### config.mk
export PLATFORM = sky130hd
export DESIGN_NAME = uart_rx_flat
export DESIGN_NICKNAME = d
export VERILOG_FILES = /design/src/rtl/uart_rx_if.sv /design/src/rtl/uart_rx.sv /design/src/flat_wrapper.sv
export SDC_FILE = /design/constraint.sdc
export NUM_CORES = 1
export LEC_CHECK = 0
export ABC_AREA = 1
export CAP_MARGIN = 10
export CORE_MARGIN = 2
export CORE_UTILIZATION = 45
export DETAILED_ROUTE_END_ITERATION = 12
export DONT_BUFFER_PORTS = 1
export SLEW_MARGIN = 20
export SYNTH_ARGS = -nofsm -noshare
export SYNTH_HDL_FRONTEND = slang
export SYNTH_SLANG_ARGS = --single-unit
### constraint.sdc
create_clock -name i_clk -period 1.89 [get_ports i_clk]
set_input_delay 0.4725 -clock i_clk [delete_from_list [all_inputs] [get_ports i_clk]]
set_output_delay 0.4725 -clock i_clk [all_outputs]
set_load 0.05 [all_outputs]
### src/rtl/uart_rx_if.sv
// Receive-side result bundle of uart_rx: the recovered byte, its one-cycle strobes and the busy flag.
// The receiver drives the master modport and the byte consumer takes the slave modport.
interface uart_rx_if;
   logic [7:0] o_data;
   logic       o_data_valid;
   logic       o_frame_err;
   logic       o_busy;

   modport master (output o_data, output o_data_valid, output o_frame_err, output o_busy);
   modport slave  (input  o_data, input  o_data_valid, input  o_frame_err, input  o_busy);
endinterface

### src/rtl/uart_rx.sv
// 8N1 receiver that mid-bit samples a two-flop-synchronized line; a strobe appears 2+H+9N edges after the start bit is first seen.
// There is no backpressure: each byte is offered once as a one-cycle o_data_valid strobe and then held.
module uart_rx #(
   parameter int CLKS_PER_BIT = 8
) (
   input  logic     i_clk,
   input  logic     i_rst_n,
   input  logic     i_uart_rx,
   uart_rx_if.master rx
);
   localparam int CNT_W = $clog2(CLKS_PER_BIT);
   localparam logic [CNT_W-1:0] CNT_LAST = CNT_W'(CLKS_PER_BIT - 1);
   localparam logic [CNT_W-1:0] CNT_HALF = CNT_W'(CLKS_PER_BIT / 2 - 1);

   typedef enum logic [2:0] {IDLE, START, DATA, STOP, WAIT_IDLE} state_t;

   state_t           state;
   logic             s1, s2;
   logic [CNT_W-1:0] cnt;
   logic [2:0]       bit_idx;
   logic [7:0]       sh;
   logic [7:0]       data_q;
   logic             data_valid_q, frame_err_q, busy_q;

   always_ff @(posedge i_clk or negedge i_rst_n) begin
      if (!i_rst_n) begin
         state        <= IDLE;
         s1           <= 1'b1;
         s2           <= 1'b1;
         cnt          <= '0;
         bit_idx      <= '0;
         sh           <= '0;
         data_q       <= '0;
         data_valid_q <= 1'b0;
         frame_err_q  <= 1'b0;
         busy_q       <= 1'b0;
      end else begin
         s1           <= i_uart_rx;
         s2           <= s1;
         data_valid_q <= 1'b0;
         frame_err_q  <= 1'b0;
         case (state)
            IDLE: begin
               if (!s2) begin
                  state  <= START;
                  cnt    <= '0;
                  busy_q <= 1'b1;
               end
            end
            START: begin
               if (cnt == CNT_HALF) begin
                  cnt <= '0;
                  if (!s2) begin
                     state   <= DATA;
                     bit_idx <= '0;
                  end else begin
                     // line went back high before mid-start: treat as noise
                     state  <= IDLE;
                     busy_q <= 1'b0;
                  end
               end else begin
                  cnt <= cnt + 1'b1;
               end
            end
            DATA: begin
               if (cnt == CNT_LAST) begin
                  cnt <= '0;
                  sh  <= {s2, sh[7:1]};
                  if (bit_idx == 3'd7) begin
                     state <= STOP;
                  end else begin
                     bit_idx <= bit_idx + 1'b1;
                  end
               end else begin
                  cnt <= cnt + 1'b1;
               end
            end
            STOP: begin
               if (cnt == CNT_LAST) begin
                  cnt <= '0;
                  if (s2) begin
                     // leaving at mid-stop keeps a back-to-back start edge catchable
                     data_q       <= sh;
                     data_valid_q <= 1'b1;
                     state        <= IDLE;
                     busy_q       <= 1'b0;
                  end else begin
                     frame_err_q <= 1'b1;
                     state       <= WAIT_IDLE;
                  end
               end else begin
                  cnt <= cnt + 1'b1;
               end
            end
            WAIT_IDLE: begin
               if (!s2) begin
                  cnt <= '0;
               end else if (cnt == CNT_LAST) begin
                  cnt    <= '0;
                  state  <= IDLE;
                  busy_q <= 1'b0;
               end else begin
                  cnt <= cnt + 1'b1;
               end
            end
            default: begin
               state  <= IDLE;
               cnt    <= '0;
               busy_q <= 1'b0;
            end
         endcase
      end
   end

   assign rx.o_data       = data_q;
   assign rx.o_data_valid = data_valid_q;
   assign rx.o_frame_err  = frame_err_q;
   assign rx.o_busy       = busy_q;
endmodule

### src/flat_wrapper.sv
// flat-port wrapper written by rule: the top's interface ports become plain ports
module uart_rx_flat 
#(
   parameter int CLKS_PER_BIT = 8
)
  (i_clk, i_rst_n, i_uart_rx, rx_o_data, rx_o_data_valid, rx_o_frame_err, rx_o_busy);
  uart_rx_if rx_i ();
  input  logic i_clk;
  input  logic i_rst_n;
  input  logic i_uart_rx;
  output wire logic [$bits(rx_i.o_data)-1:0] rx_o_data;
  output wire logic [$bits(rx_i.o_data_valid)-1:0] rx_o_data_valid;
  output wire logic [$bits(rx_i.o_frame_err)-1:0] rx_o_frame_err;
  output wire logic [$bits(rx_i.o_busy)-1:0] rx_o_busy;
  assign rx_o_data = rx_i.o_data;
  assign rx_o_data_valid = rx_i.o_data_valid;
  assign rx_o_frame_err = rx_i.o_frame_err;
  assign rx_o_busy = rx_i.o_busy;
  uart_rx #(.CLKS_PER_BIT(CLKS_PER_BIT)) u_core (.i_clk(i_clk), .i_rst_n(i_rst_n), .i_uart_rx(i_uart_rx), .rx(rx_i));
endmodule
==> results.yml, run 1 <==
clocking:
  cts_max_level: 2
  clk_latency_ps: 310
  cts_buffers: 5
  cts_tree: "yes"
  root_buffer: "clkbuf_4"
  ctsResizeCount: 0
  ctsHoldBuffers: 2
  cts_num_sinks: 30
  cts_setup_buffers: 0
  clkTransAtPathRegs_ps: 90
  cts_buffer_depth: 2
routing:
  via_per_inst: 4.91
  drc_errors: 0
  vias: 1099
  ant_nets: 0
  drt_iter0_drc: 62
  wl_per_cell_um: 11.3
  drt_pass1_iterations: 4
  totalWireLength_um: 2530
setup_path:
  cp_slowest_stage_delay_ps: 410
  r2r_end: "u_core.rx.o_data[6]$_DFFE_PN0P_"
  cp_common_cell: "nand2_1"
  crit_path_max_fanout: 16
  critPathKind: "reg2reg"
  path_buf_inv: 1
  critical_path.cell_chain: "ha_1, nand2_1, inv_1, nand3_2, nand2_1, o21ai_2"
  worstPathRequired_ps: 2090
  end_kind: "flip-flop"
  r2r_slack_ps: 250
  crit_arrival_ps: 1840
  r2r_cells: 6
  critPathLaunchType: "flip-flop"
  cp_slowest_cell: "dfrtp_1"
  r2r-start: "u_core.cnt[0]$_DFFE_PN0N_"
  path_delay_family: "simple AND/OR/NAND/NOR gates"
synth:
  avgSynthCellArea_sq_um: 8.69
  synth_area_sq_mm: 0.00150
  synthMuxAreaShare_pct: 0
  synthesis.nets: 180
  ys_seq_area_share_pct: 50.4
  synth_area_leaders: "dfrtp_1, nand2_1, o21ai_2, inv_1, nand3_1"
  ys_ff_latch: 30
  netlist_instances: 172
  synthAdderAreaFrac_pct: 4.18
  synth_largest_area_cell: "dfrtp_1"
  synth-xor-area-share_pct: 0
  synthSimpleGateAreaFrac_pct: 27.5
  synth_top_family_by_area: "simple AND/OR/NAND/NOR gates"
  yosys_warnings: 0
  synth_top_cell_area_share_pct: 46.9
  synth_cell_type_count: 20
  synth-compound-area-share_pct: 10.4
placed_design:
  gp_congestion: 0.880
  post_dp_cell_area_sq_mm: 0.00153
  portBuffers: 0
  place_hpwl_um: 1870
power:
  p_int_mw: 1.11
  p_seq_share_pct: 45.6
  combinationalPowerShare_pct: 33.4
  switchingPower_uw: 724
  swShare_pct: 39.4
  powerDensity_mw_per_mm2: 1130
  irDropWorstVdd_uv: 584
  pwr-share-clk_pct: 21.0
  leakage_nw: 0.847
global_route:
  grt_pass1_vias: 1028
  grt_pass1_wl_um: 4380
  grt-ovfl-total: 0
  grt_max_degree: 31
  grtUsageTotal_pct: 15.9
  antenna_found_initial: 0
sta:
  tns_ps: 0
  finalSetupViolCount: 0
  finalCriticalPeriod_ps: 1640
  hold_violations: 0
  finalCritPeriodShare_pct: 86.6
  max_slew_margin_pct: 67.4
  worst_slew_pin_slew_ps: 489
  fin_worst_skew_ps: 2.43
  fmax_mhz: 611
  slew_violations: 0
  rsz0062_at_grt: "false"
layout:
  finalInstanceArea_sq_mm: 0.00162
  drive_above_1_share_pct: 20.6
  fillers: 302
  multiInputGateArea_sq_um: 629
  finalNetCount: 187
  diodes: 0
  layout.area.seq_sq_um: 753
  syn_to_final_growth_pct: 8.20
floorplanning:
  die_w_um: 61.6
  core.rowCount: 20
  io_pins: 14
  start_util_pct: 48.2
  coreArea_sq_mm: 0.00310
  die_h_um: 61.6
  fp.dieArea_sq_mm: 0.00380
hold_path:
  holdPathStages: 0
  min_to: "u_core.s1$_DFF_PN1_"
  hold_path.class: "in2reg"
  worstHoldStart: "i_uart_rx"
run_status:
  outcome: "completed"
flow_run:
  maxCapViolCount: 0
## cell usage after synthesis
| library cell | n |
|---|---|
| o211ai_1 | 1 |
| o21ai_0 | 3 |
| dfstp_2 | 2 |
| dfrtp_1 | 28 |
| nor3_1 | 3 |
| nor2_1 | 13 |
| nor2_4 | 1 |
| nand2_1 | 51 |
| o21ai_2 | 14 |
| ha_1 | 5 |
| nand2_4 | 2 |
| inv_2 | 2 |
| or2_2 | 2 |
| buf_6 | 2 |
| nand3_1 | 13 |
| nand3_2 | 2 |
| nand2_2 | 1 |
| inv_1 | 22 |
| nor2_2 | 3 |
| o21ai_1 | 2 |
## how the worst max path moves through the flow
stage,startpoint,to,slack [ps],depth (start not counted)
2_1_floorplan,u_core.cnt[0]$_DFFE_PN0N_,u_core.rx.o_data[4]$_DFFE_PN0P_,540,7
3_3_place_gp,u_core.cnt[0]$_DFFE_PN0N_,u_core.rx.o_data[6]$_DFFE_PN0P_,380,6
3_5_place_dp,u_core.cnt[0]$_DFFE_PN0N_,u_core.rx.o_data[6]$_DFFE_PN0P_,270,6
4_1_cts,u_core.cnt[0]$_DFFE_PN0N_,u_core.rx.o_data[6]$_DFFE_PN0P_,260,6
5_1_grt,u_core.cnt[0]$_DFFE_PN0N_,u_core.rx.o_data[6]$_DFFE_PN0P_,140,6
6_report,u_core.cnt[0]$_DFFE_PN0N_,u_core.rx.o_data[6]$_DFFE_PN0P_,250,6
## routing by layer
layer  part of all wire [%]  up-vias  GRT usage (%)
met4                      0        0           4.26
met1                     47      516           19.7
met5                      0        -              0
met3                    5.2        0           7.56
li1                       -      557              -
met2                     48       26           25.0
## worst reg2reg max path, cell delays in order (launching register included)
cell and delay (ps):
dfrtp_1 410, ha_1 190, nand2_1 170, inv_1 180
nand3_2 320, nand2_1 190, o21ai_2 70
## logic make-up (layout without fill, tap and decap cells)
logic type,Yosys count,after routing
compound gates,20,20
fa+ha+maj,5,5
buf+inv,26,34
flops,30,30
simple gates,91,91
## placed cells by master, fill, tap and decap left out
master	count
buf_12	1
clkbuf_1	1
clkbuf_4	5
clkbuf_8	1
clkinv_2	1
dfrtp_1	28
dfstp_2	2
dlygate4sd3_1	1
ha_1	5
inv_1	22
inv_2	2
nand2_1	51
nand2_2	1
nand2_4	2
nand3_1	13
nand3_2	2
nor2_1	13
nor2_2	3
nor2_4	1
nor3_1	3
o211ai_1	1
o21ai_0	3
o21ai_1	2
o21ai_2	14
or2_2	2
## final cells by class
type	instances	share of cell area [%]
Inverter	24	5.57
Clock buffer	7	3.40
Multi-Input combinational cell	116	38.9
Clock inverter	1	0.309
Tap cell	44	3.40
Timing Repair Buffer	2	1.86
Sequential cell	30	46.6
## sequential cells by signal, indices dropped and copies added, names as in the netlist
signal / count
u_core.cnt: 3
u_core.s1: 1
u_core.state: 3
u_core.s2: 1
u_core.rx.o_frame_err: 1
u_core.rx.o_data: 8
u_core.sh: 8
u_core.bit_idx: 3
u_core.rx.o_busy: 1
u_core.rx.o_data_valid: 1
## per-stage QoR
step	hold slack, ps	power (mW)	setup slack [ps]	utilization, %	cells
after floorplan	177	1.32	544	-	172
after global placement	178	1.41	379	49.2	214
after detailed placement	178	1.44	271	49.2	214
after CTS	129	1.86	255	52.1	224
after global routing	111	2.02	136	52.1	224
final	150	1.84	253	52.1	224
## power by group through the flow
stage / logic [mW] / clock network, mW / registers (mW)
floorplan: 0.485 / 0 / 0.832
global placement: 0.565 / 0 / 0.846
detailed placement: 0.593 / 0 / 0.851
CTS: 0.613 / 0.408 / 0.838
global route: 0.720 / 0.444 / 0.852
finish: 0.612 / 0.386 / 0.837
Power figures use the tool's default switching activity.
==> run 2: changes to the inputs <==
--- a/config.mk
+++ b/config.mk
@@ -7,10 +7,10 @@
 export LEC_CHECK = 0
 export ABC_AREA = 1
 export CAP_MARGIN = 10
-export CORE_MARGIN = 2
 export CORE_UTILIZATION = 45
 export DETAILED_ROUTE_END_ITERATION = 12
 export DONT_BUFFER_PORTS = 1
+export PLACE_DENSITY = 0.71
 export SLEW_MARGIN = 20
 export SYNTH_ARGS = -nofsm -noshare
 export SYNTH_HDL_FRONTEND = slang
==> run 2 against run 1 <==
Fmax rose by 1.2%. Die area fell by 6.4%. Largest cell class unchanged. Final area rose by 0.23%. Critical path type unchanged.
==> results.yml, run 2 (synthesized netlist as in run 1, its figures left out) <==
run_status:
  outcome: "completed"
global_route:
  grt_pass1_wl_um: 4420
  grt-ovfl-total: 0
  grt_pass1_vias: 1044
  grtUsageTotal_pct: 17.3
  antenna_found_initial: 0
  grt_max_degree: 31
routing:
  totalWireLength_um: 2640
  wl_per_cell_um: 11.8
  drt_iter0_drc: 26
  via_per_inst: 4.91
  drc_errors: 0
  vias: 1099
  drt_pass1_iterations: 4
  ant_nets: 0
setup_path:
  crit_arrival_ps: 1840
  worstPathRequired_ps: 2110
  critPathLaunchType: "flip-flop"
  end_kind: "flip-flop"
  crit_path_max_fanout: 16
  critPathKind: "reg2reg"
clocking:
  cts_max_level: 2
  cts_tree: "yes"
  clkTransAtPathRegs_ps: 100
  ctsResizeCount: 0
  clk_latency_ps: 330
  cts_buffer_depth: 2
  root_buffer: "clkbuf_4"
  cts_buffers: 5
  cts_num_sinks: 30
sta:
  fin_worst_skew_ps: 8.08
  finalCritPeriodShare_pct: 85.6
  finalCriticalPeriod_ps: 1620
  finalSetupViolCount: 0
  rsz0062_at_grt: "false"
  tns_ps: 0
  fmax_mhz: 618
  hold_violations: 0
  hold_ws_ps: 129
  slew_violations: 0
  finalWorstSetupSlack_ps: 272
  max_slew_margin_pct: 67.8
  worst_slew_pin_slew_ps: 483
placed_design:
  portBuffers: 0
  place_hpwl_um: 1930
  dp_slack_ps: 274
  post_dp_cell_area_sq_mm: 0.00153
  gp_congestion: 0.900
floorplanning:
  die_w_um: 59.6
  fp.dieArea_sq_mm: 0.00356
  io_pins: 14
  coreArea_sq_mm: 0.00310
  die_h_um: 59.6
  start_util_pct: 48.2
  core.rowCount: 20
power:
  p_seq_share_pct: 45.2
  irDropWorstVdd_uv: 525
  leakage_nw: 0.846
  combinationalPowerShare_pct: 32.4
  powerDensity_mw_per_mm2: 1150
  switchingPower_uw: 749
  pwr-share-clk_pct: 22.5
  swShare_pct: 40.3
  p_int_mw: 1.11
layout:
  finalNetCount: 187
  diodes: 0
  final_util_pct: 52.3
  drive_above_1_share_pct: 21.1
  syn_to_final_growth_pct: 8.45
  finalInstanceArea_sq_mm: 0.00162
  final_common_cell: "nand2_1"
  layout_common_cells: "nand2_1, dfrtp_1, inv_1"
flow_run:
  maxCapViolCount: 0
hold_path:
  hold_path.class: "in2reg"
## run 2: routing by layer
layer | up-vias | GRT usage [%] | share of wire [%]
li1 | 557 | - | -
met1 | 521 | 21.3 | 46
met2 | 16 | 27.3 | 48
met3 | 5 | 5.90 | 3.4
met4 | 0 | 7.97 | 2.0
met5 | - | 0 | 0
## run 2: worst paths after layout
| check | from | to | slack, ps | depth (start not counted) |
|---|---|---|---|---|
| setup / recovery | u_core.cnt[0]$_DFFE_PN0N_ | u_core.rx.o_data[1]$_DFFE_PN0P_ | 270 | 6 |
| hold / removal | i_uart_rx | u_core.s1$_DFF_PN1_ | 130 | 0 |
| setup reg to reg | u_core.cnt[0]$_DFFE_PN0N_ | u_core.rx.o_data[1]$_DFFE_PN0P_ | 270 | 6 |
| hold reg to reg | u_core.s1$_DFF_PN1_ | u_core.s2$_DFF_PN1_ | 360 | 0 |
| max in group asynchronous | i_rst_n | u_core.s1$_DFF_PN1_ | 1090 | 2 |
| min in group asynchronous | i_rst_n | u_core.bit_idx[1]$_DFFE_PN0P_ | 570 | 2 |
## run 2: critical path, stage by stage (launching register included)
cell	delay [ps]
dfrtp_1	410
ha_1	190
nand2_1	150
inv_1	170
nand3_2	330
nand2_1	200
o21ai_2	60
## run 2: stage by stage
stage          power [mW]  instances
2_1_floorplan        1.32        172
5_1_grt              2.00        224
3_5_place_dp         1.44        214
6_report             1.86        224
3_3_place_gp         1.41        214
4_1_cts              1.88        224
## run 2: what timing repair did
action                                 in CTS  in global routing
endpoints found under the hold margin      30                  0
setup buffers                               0                  0
hold buffers                                2                  0
## run 2: area by class of cell
class                   count  area, sq um
clock inverters             2         12.5
repair buffers              2         30.0
inverters                  24         90.1
multi-input cells         116          629
clock buffers               6         51.3
well taps                  44         55.1
flip-flops and latches     30          753
fillers                   312         1480
## run 2: power groups by stage
stage | Combinational, mW | Clock (mW) | Sequential, mW
finish | 0.602 | 0.417 | 0.838
global route | 0.693 | 0.455 | 0.851
floorplan | 0.485 | 0 | 0.832
detailed placement | 0.586 | 0 | 0.852
global placement | 0.566 | 0 | 0.845
CTS | 0.608 | 0.432 | 0.839
==> run 3: changes to the inputs <==
--- a/config.mk
+++ b/config.mk
@@ -7,10 +7,11 @@
 export LEC_CHECK = 0
 export ABC_AREA = 1
 export CAP_MARGIN = 10
-export CORE_UTILIZATION = 45
+export CORE_MARGIN = 3
+export CORE_UTILIZATION = 59
 export DETAILED_ROUTE_END_ITERATION = 12
 export DONT_BUFFER_PORTS = 1
-export PLACE_DENSITY = 0.71
+export PLACE_DENSITY = 0.86
 export SLEW_MARGIN = 20
 export SYNTH_ARGS = -nofsm -noshare
 export SYNTH_HDL_FRONTEND = slang
==> constraint.sdc (replaced) <==
create_clock -name i_clk -period 1.89 [get_ports i_clk]
set_input_delay 0.4725 -clock i_clk [delete_from_list [all_inputs] [get_ports i_clk]]
set_output_delay 0.4725 -clock i_clk [all_outputs]
set_load 0.005 [all_outputs]
==> run 3 against run 2 <==
First-iteration DRC count rose by 50%. Largest power group unchanged. Fmax fell by 1.4%. Largest cell class unchanged. Clock power fell by 3%. Die area fell by 11%. Clock skew fell by 2.7 ps. Highest routed layer unchanged. Combinational power rose by 3%. Core utilization rose by 17 points. Critical endpoint is now u_core.rx.o_data[7]$_DFFE_PN0P_. Final area fell by 1.2%. Count of clock-buffer cells in the layout did not move.
==> results.yml, run 3 (synthesized netlist as in run 1, its figures left out) <==
run_status:
  outcome: "completed"
clocking:
  root_buffer: "clkbuf_4"
  cts_buffers: 5
  cts_max_level: 2
  clk_latency_ps: 330
  clkTransAtPathRegs_ps: 100
  ctsResizeCount: 0
  cts_tree: "yes"
  ctsHoldBuffers: 2
  cts_buffer_depth: 2
  cts_num_sinks: 30
  cts_setup_buffers: 0
power:
  powerDensity_mw_per_mm2: 1140
  power_mw: 1.83
  leakage_nw: 0.846
  irDropWorstVdd_uv: 882
flow_run:
  maxCapViolCount: 0
routing:
  drt_iter0_drc: 39
  totalWireLength_um: 2850
  via_per_inst: 5.50
  wl_per_cell_um: 13.7
  drt_pass1_iterations: 4
  ant_nets: 0
  drc_errors: 0
  vias: 1143
setup_path:
  crit_arrival_ps: 1850
  end_kind: "flip-flop"
  r2r_slack_ps: 250
  crit_path_max_fanout: 16
  r2r_end: "u_core.rx.o_data[7]$_DFFE_PN0P_"
  worstPathRequired_ps: 2100
  critPathKind: "reg2reg"
  r2r-start: "u_core.cnt[0]$_DFFE_PN0N_"
  r2r_cells: 6
  critPathLaunchType: "flip-flop"
sta:
  fin_worst_skew_ps: 5.42
  hold_violations: 0
  finalSetupViolCount: 0
  finalCriticalPeriod_ps: 1640
  slew_violations: 0
  max_slew_margin_pct: 75.2
  rsz0062_at_grt: "false"
  worst_slew_pin_slew_ps: 371
  finalWorstSetupSlack_ps: 250
  fmax_mhz: 610
  tns_ps: 0
  finalCritPeriodShare_pct: 86.8
layout:
  fillers: 176
  final_common_cell: "nand2_1"
  final_util_pct: 69.7
  diodes: 0
  drive_above_1_share_pct: 21.1
  finalNetCount: 187
  syn_to_final_growth_pct: 7.11
  layout_common_cells: "nand2_1, dfrtp_1, inv_1"
placed_design:
  dp_slack_ps: 252
  gp_congestion: 0.845
  portBuffers: 0
  place_hpwl_um: 2080
global_route:
  antenna_found_initial: 0
  grtUsageTotal_pct: 19.8
  grt_pass1_vias: 1153
  grt_pass1_wl_um: 4840
  grt_max_degree: 31
  grt-ovfl-total: 0
floorplanning:
  io_pins: 14
  coreArea_sq_mm: 0.00230
  fp.dieArea_sq_mm: 0.00317
  die_w_um: 56.3
  die_h_um: 56.3
  start_util_pct: 65.1
  core.rowCount: 17
hold_path:
  min_to: "u_core.s1$_DFF_PN1_"
  worstHoldStart: "i_uart_rx"
  holdPathStages: 0
  hold_path.class: "in2reg"
==> run 3: stage by stage <==
stage | hold WS, ps | cells | cell area, sq um
detailed placement | 178 | 198 | 1510
CTS | 117 | 208 | 1600
global placement | 178 | 198 | 1510
global route | 106 | 208 | 1600
finish | 134 | 208 | 1600
floorplan | 177 | 172 | 1500
==> run 3: routing by layer <==
layer  vias to the layer above  track usage (%)  wire length [um]
li1                        556                -                 -
met5                         -                0                 0
met2                        26             32.2              1440
met4                         0             9.83                43
met1                       554             23.0              1230
met3                         7             6.90               134
==> run 3: critical path: stages, from the launching register on <==
cell and delay [ps]:
dfrtp_1 410, ha_1 180, nand2_1 160, inv_1 180
nand3_2 330, nand2_1 190, o21ai_2 70
==> run 3: worst max-delay path by stage <==
stage	from	cells after the start	endpoint
floorplan	u_core.cnt[0]$_DFFE_PN0N_	7	u_core.rx.o_data[4]$_DFFE_PN0P_
global placement	u_core.cnt[0]$_DFFE_PN0N_	6	u_core.rx.o_data[3]$_DFFE_PN0P_
detailed placement	u_core.cnt[0]$_DFFE_PN0N_	6	u_core.rx.o_data[7]$_DFFE_PN0P_
CTS	u_core.cnt[0]$_DFFE_PN0N_	6	u_core.rx.o_data[3]$_DFFE_PN0P_
global route	u_core.cnt[0]$_DFFE_PN0N_	6	u_core.rx.o_data[7]$_DFFE_PN0P_
finish	u_core.cnt[0]$_DFFE_PN0N_	6	u_core.rx.o_data[7]$_DFFE_PN0P_
==> run 3: cell type report <==
class | count | area, sq um | share of cell area [%]
multi-input cells | 116 | 629 | 39.3
clock inverters | 2 | 12.5 | 0.781
flip-flops and latches | 30 | 753 | 47.0
well taps | 28 | 35.0 | 2.19
clock buffers | 6 | 51.3 | 3.20
repair buffers | 2 | 30.0 | 1.87
inverters | 24 | 90.1 | 5.62
==> run 3: power by group <==
| group | switching (mW) | internal [mW] | leakage, nW | total (mW) |
|---|---|---|---|---|
| clock network | 0.227 | 0.179 | 0.0343 | 0.406 |
| logic | 0.409 | 0.211 | 0.407 | 0.620 |
| registers | 0.0855 | 0.721 | 0.404 | 0.806 |
